<file path="src/rtl/cpu_pkg.sv">
// Shared CPU package: multiplier FSM state encoding and iteration constants.
package cpu_pkg;

    // Multiplier control states
    typedef enum logic [1:0] {
        IDLE = 2'd0,
        CALC = 2'd1,
        DONE = 2'd2
    } multState_t;

    // Number of radix-2 Booth iterations for a 32-bit multiplier
    localparam int MULT_ITER  = 32;

    // Iteration counter width; wide enough that the counter never wraps
    localparam int MULT_CNT_W = 6;

    // Counter value on which the final Booth step is taken
    localparam logic [MULT_CNT_W-1:0] MULT_LAST_ITER = MULT_CNT_W'(MULT_ITER - 1);

endpackage : cpu_pkg

</file>
<file path="src/rtl/booth_step.sv">
// Single radix-2 Booth step on the 65-bit accumulator {upper, multiplier, q-1}.
// The upper half is handled as a 33-bit value so that subtracting a
// multiplicand of -2^31 cannot overflow before the arithmetic shift.
module booth_step
    import cpu_pkg::*;
(
    input  logic [64:0] accum,
    input  logic [31:0] mcand,
    output logic [64:0] nextAccum
);

    logic [32:0] upperExt_s;
    logic [32:0] mcandExt_s;
    logic [32:0] sum_s;

    assign upperExt_s = {accum[64], accum[64:33]};
    assign mcandExt_s = {mcand[31], mcand};

    // Add/subtract the multiplicand according to the {q0, q-1} Booth pair
    always_comb begin
        sum_s = upperExt_s;
        case (accum[1:0])
            2'b10:   sum_s = upperExt_s - mcandExt_s;
            2'b01:   sum_s = upperExt_s + mcandExt_s;
            default: sum_s = upperExt_s;
        endcase
    end

    // Arithmetic right shift of {sum, multiplier, q-1} by one; the dropped
    // sign-copy bit is redundant because the 33-bit sum keeps the sign.
    assign nextAccum = {sum_s, accum[32:1]};

endmodule : booth_step

</file>
<file path="src/rtl/booth_mult.sv">
// Sequential 32x32 signed multiplier, radix-2 Booth, one step per clock.
// Optional build macro: BOOTH_MULT_ZERO_SKIP_EN -- when defined, a zero
// operand bypasses the iteration phase and completes one cycle after start.
module booth_mult
    import cpu_pkg::*;
(
    input  logic        clock,
    input  logic        reset,
    input  logic [31:0] a,
    input  logic [31:0] b,
    input  logic        start,
    output logic        busy,
    output logic        done,
    output logic [31:0] hi,
    output logic [31:0] lo
);

    multState_t            state_r;
    logic [MULT_CNT_W-1:0] iterCnt_r;
    logic [64:0]           accum_r;
    logic [31:0]           mcand_r;
    logic                  busy_r;
    logic                  done_r;
    logic [31:0]           hi_r;
    logic [31:0]           lo_r;
    logic [64:0]           nextAccum_s;
    logic                  zeroOperand_s;

    booth_step uStep (
        .accum     (accum_r),
        .mcand     (mcand_r),
        .nextAccum (nextAccum_s)
    );

`ifdef BOOTH_MULT_ZERO_SKIP_EN
    // A zero operand makes the product zero without iterating
    always_comb begin
        zeroOperand_s = 1'b0;
        if ((a == 32'd0) || (b == 32'd0)) begin
            zeroOperand_s = 1'b1;
        end else begin
            zeroOperand_s = 1'b0;
        end
    end
`else
    // Every operand pair takes the full iteration latency
    always_comb begin
        zeroOperand_s = 1'b0;
    end
`endif

    // Control FSM, iteration counter, datapath registers and registered outputs
    always_ff @(posedge clock or posedge reset) begin
        if (reset) begin
            state_r   <= IDLE;
            iterCnt_r <= {MULT_CNT_W{1'b0}};
            accum_r   <= 65'd0;
            mcand_r   <= 32'd0;
            busy_r    <= 1'b0;
            done_r    <= 1'b0;
            hi_r      <= 32'd0;
            lo_r      <= 32'd0;
        end else begin
            case (state_r)
                IDLE: begin
                    done_r <= 1'b0;
                    if (start) begin
                        mcand_r   <= a;
                        accum_r   <= {32'd0, b, 1'b0};
                        iterCnt_r <= {MULT_CNT_W{1'b0}};
                        busy_r    <= 1'b1;
                        if (zeroOperand_s) begin
                            hi_r    <= 32'd0;
                            lo_r    <= 32'd0;
                            done_r  <= 1'b1;
                            state_r <= DONE;
                        end else begin
                            state_r <= CALC;
                        end
                    end else begin
                        busy_r  <= 1'b0;
                        state_r <= IDLE;
                    end
                end
                CALC: begin
                    accum_r <= nextAccum_s;
                    busy_r  <= 1'b1;
                    if (iterCnt_r == MULT_LAST_ITER) begin
                        // Final step: publish the product from this step's result
                        hi_r    <= nextAccum_s[64:33];
                        lo_r    <= nextAccum_s[32:1];
                        done_r  <= 1'b1;
                        state_r <= DONE;
                    end else begin
                        iterCnt_r <= iterCnt_r + {{(MULT_CNT_W-1){1'b0}}, 1'b1};
                        done_r    <= 1'b0;
                        state_r   <= CALC;
                    end
                end
                DONE: begin
                    done_r  <= 1'b0;
                    busy_r  <= 1'b0;
                    state_r <= IDLE;
                end
                default: begin
                    done_r  <= 1'b0;
                    busy_r  <= 1'b0;
                    state_r <= IDLE;
                end
            endcase
        end
    end

    assign busy = busy_r;
    assign done = done_r;
    assign hi   = hi_r;
    assign lo   = lo_r;

endmodule : booth_mult

</file>
<file path="config.mk">
export PLATFORM = sky130hd
export DESIGN_NAME = booth_mult
export DESIGN_NICKNAME = d
export VERILOG_FILES = /design/src/rtl/cpu_pkg.sv /design/src/rtl/booth_step.sv /design/src/rtl/booth_mult.sv
export SDC_FILE = /design/constraint.sdc
export NUM_CORES = 1
export LEC_CHECK = 0
export BUFFER_PORTS_ARGS = -buffer_cell sky130_fd_sc_hd__buf_4
export CAP_MARGIN = 20
export CORE_ASPECT_RATIO = 0.8
export CORE_MARGIN = 2
export CORE_UTILIZATION = 54
export CTS_BUF_LIST = sky130_fd_sc_hd__clkbuf_4 sky130_fd_sc_hd__clkbuf_8
export CTS_CLUSTER_DIAMETER = 80
export CTS_CLUSTER_SIZE = 14
export DETAILED_ROUTE_END_ITERATION = 10
export PLACE_DENSITY_LB_ADDON = 0.05
export SYNTH_ARGS = -nofsm -noshare
export SYNTH_HDL_FRONTEND = slang
export SYNTH_SLANG_ARGS = --single-unit
</file>
<file path="constraint.sdc">
create_clock -name clock -period 6.9 [get_ports clock]
set_input_delay 1.38 -clock clock [delete_from_list [all_inputs] [get_ports clock]]
set_output_delay 1.38 -clock clock [all_outputs]
set_load 0.01 [all_outputs]
</file>
==> flow_summary.toml <==
[outcome]
outcome = "complete, no violations"

[power_and_ir_drop]
p_total_mw = 6.77
power.density_nw_per_um2 = 621
power.leakage_nw = 5.18
vdd.ir_drop.worst_uv = 258

[clock_network]
cts_resized = 0
clock_latency_ps = 480
post-cts-setup-buffers = 0
numCtsBuffers = 17
cts_tree = "done"
clk_pin_slew_ps = 90
cts_buffer_depth = 2
htree_levels = 4
root_buffer = "clkbuf_8"
cts_hold_buffers = 0
clock_sinks = 170

[routing]
wl_um = 24000
viasPerCell = 5.69
remaining_drc_errors = 0
vias = 8054
wl_per_cell_um = 16.9
ant_nets = 0
firstDrtPassIters = 6
drt_iter0_drc = 616

[synthesis]
synthCells = 1084
synthArstFlopShare_pct = 100
yosys.area_share.xor_xnor_pct = 5.73
synthTopCellsByArea = "dfrtp_1, nand2_1, o21ai_0, ha_1, a21oi_1"
synth_edf_count = 0
synth_mux_area_share_pct = 2.07
yosysSeqAreaShare_pct = 45.7
yosysWarnings = 0
synth_compound_area_share_pct = 18.7
synthTopCellsByCount = "nand2_1, dfrtp_1, o21ai_0"
netlist-cell-type-count = 56
synthFlopType = "dfrtp_1"
synth.most_common_cell = "nand2_1"
syn_area_per_cell_um2 = 8.59
synth-simple-area-share_pct = 19.5
synth_fp_nets = 1187
yosys.area.top_type_share_pct = 45.7
syn_area_um2 = 9320
yosysTopAreaCell = "dfrtp_1"
ys_seq_elements = 170
synthAdderAreaFrac_pct = 4.92
synth_top_family_by_area = "simple AND/OR/NAND/NOR gates"

[place]
gp_congestion = 0.915
dpl.cell_count = 1384
io_buffers = 132
dpl.hpwl_um = 16300

[global_routing]
grt_use_total_pct = 27.4
grt_pass1_vias = 7501
grt_overflow = 0
antenna_found_initial = 0
grt_pass1_wl_um = 39300
grt_max_degree = 111

[floorplan]
chipHeight_um = 121
initial_core_util_pct = 55.8
std_cell_rows = 42
die_area_um2 = 18300
boundaryPins = 133
core_um2 = 16700
die_w_um = 151

[critical_path]
required_ps = 7300
worstPathArrival_ps = 4990
r2r_slack_ps = 2310
cp-start-kind = "flip-flop"
crit_type = "reg -> reg"
path_max_fanout = 6
cp-end-kind = "flip-flop"

[timing]
final-max-slew-violation-count = 0
fin_tns_setup_ps = 0
clock_skew_ps = 13.8
post-route-min-period_ps = 4590
hold_violations = 0
hold_ws_ps = 479
setup_viol = 0
min_period_over_period_pct = 66.5
rsz0062_at_grt = "false"
worst-slew-pin-transition_ps = 933
fmax_mhz = 218
maxSlewHeadroom_pct = 37.6

[cells_and_area]
finalNetCount = 1288
area_growth_syn_to_layout_pct = 17.0
drive_gt1_share_pct = 16.0
final_cells = 1416
fin_util_pct = 65.2
n_antenna_cell = 0

[hold_path]
hold_class = "reg -> reg"

[run]
maxCapViolations = 0
## metal layers
| metal | routed length, um | track usage (%) | vias up | share of wire (%) |
|---|---|---|---|---|
| met5 | 0 | 0 | - | 0 |
| met4 | 537 | 8.41 | 0 | 2.2 |
| met3 | 1240 | 4.77 | 33 | 5.2 |
| met2 | 10200 | 39.4 | 236 | 43 |
| met1 | 12000 | 42.1 | 3842 | 50 |
| li1 | - | - | 3943 | - |
## critical path, stage by stage, from the launching register on
cell and delay [ps]:
dfrtp_1 460, nor4_2 350, or3b_4 450, nor2_1 240
nand2_1 170, nor4_2 520, a21oi_1 190, xor2_1 180
ha_1 390, nand4_1 170, or4_1 490, a31oi_1 160
nor3_1 80, xnor2_1 180, or3_1 330, a31oi_1 160
## per-stage QoR
stage	setup WS, ps	cell area (um2)
4_1_cts	2320	10900
6_report	2310	10900
3_3_place_gp	2440	10400
5_1_grt	2060	10900
3_5_place_dp	2350	10400
2_1_floorplan	917	9320
## sequential cells by signal, summed over array words and instances, names as in the netlist
signal and flops:
accum_r 65, hi 32, lo 32, mcand_r 32, iterCnt_r 6, busy 1
done 1, state_r 1
## where the power goes
group | internal, mW | switching (mW) | total, mW | leakage [nW]
Clock | 0.384 | 0.375 | 0.759 | 0.202
Combinational | 1.74 | 2.46 | 4.20 | 2.79
Sequential | 1.45 | 0.367 | 1.82 | 2.19
Total | 3.57 | 3.20 | 6.77 | 5.18
## cell families after synthesis
family | after synthesis
buf+inv | 83
simple gates | 419
flops | 170
mux | 19
fa+ha+maj | 36
compound gates | 296
xor+xnor | 61
## layout by cell type, fill, tap and decap left out, drive strengths merged, types with 3 or more instances in the layout
| cell type | count |
|---|---|
| nand2 | 277 |
| dfrtp | 170 |
| buf | 145 |
| o21ai | 117 |
| a21oi | 83 |
| nor2 | 55 |
| ha | 35 |
| xor2 | 31 |
| a22oi | 31 |
| xnor2 | 30 |
| clkbuf | 21 |
| inv | 21 |
| mux2i | 17 |
| nor2b | 17 |
| nor3 | 15 |
| nand4 | 10 |
| a31oi | 10 |
| a21o | 9 |
| a211oi | 8 |
| nand2b | 8 |
| a32oi | 8 |
| o211ai | 7 |
| nand3 | 6 |
| and3 | 6 |
| nor3b | 5 |
| o31ai | 4 |
| nor4 | 4 |
| o21a | 3 |
| o21bai | 3 |
| a221oi | 3 |
| nand3b | 3 |
| or4 | 3 |
| bufinv | 3 |
| clkinvlp | 3 |
## area by class of cell
type | instances | area [um2]
clock buffer | 21 | 277
clock inverter | 9 | 139
fill | 1457 | 5810
inverter | 20 | 80.1
multi-input combinational | 831 | 4750
sequential | 170 | 4250
tap | 220 | 275
timing repair buffer | 145 | 1120
## worst paths after layout
check,startpoint,depth (start not counted),endpoint
min in group asynchronous,reset,2,accum_r[19]
worst max-delay path,mcand_r[6],15,hi[31]
worst min register to register,lo[3],2,lo[3]
max in group asynchronous,reset,4,hi[25]
worst max register to register,mcand_r[6],15,hi[31]
worst min-delay path,lo[3],2,lo[3]
(Power assumes the default switching activity.)
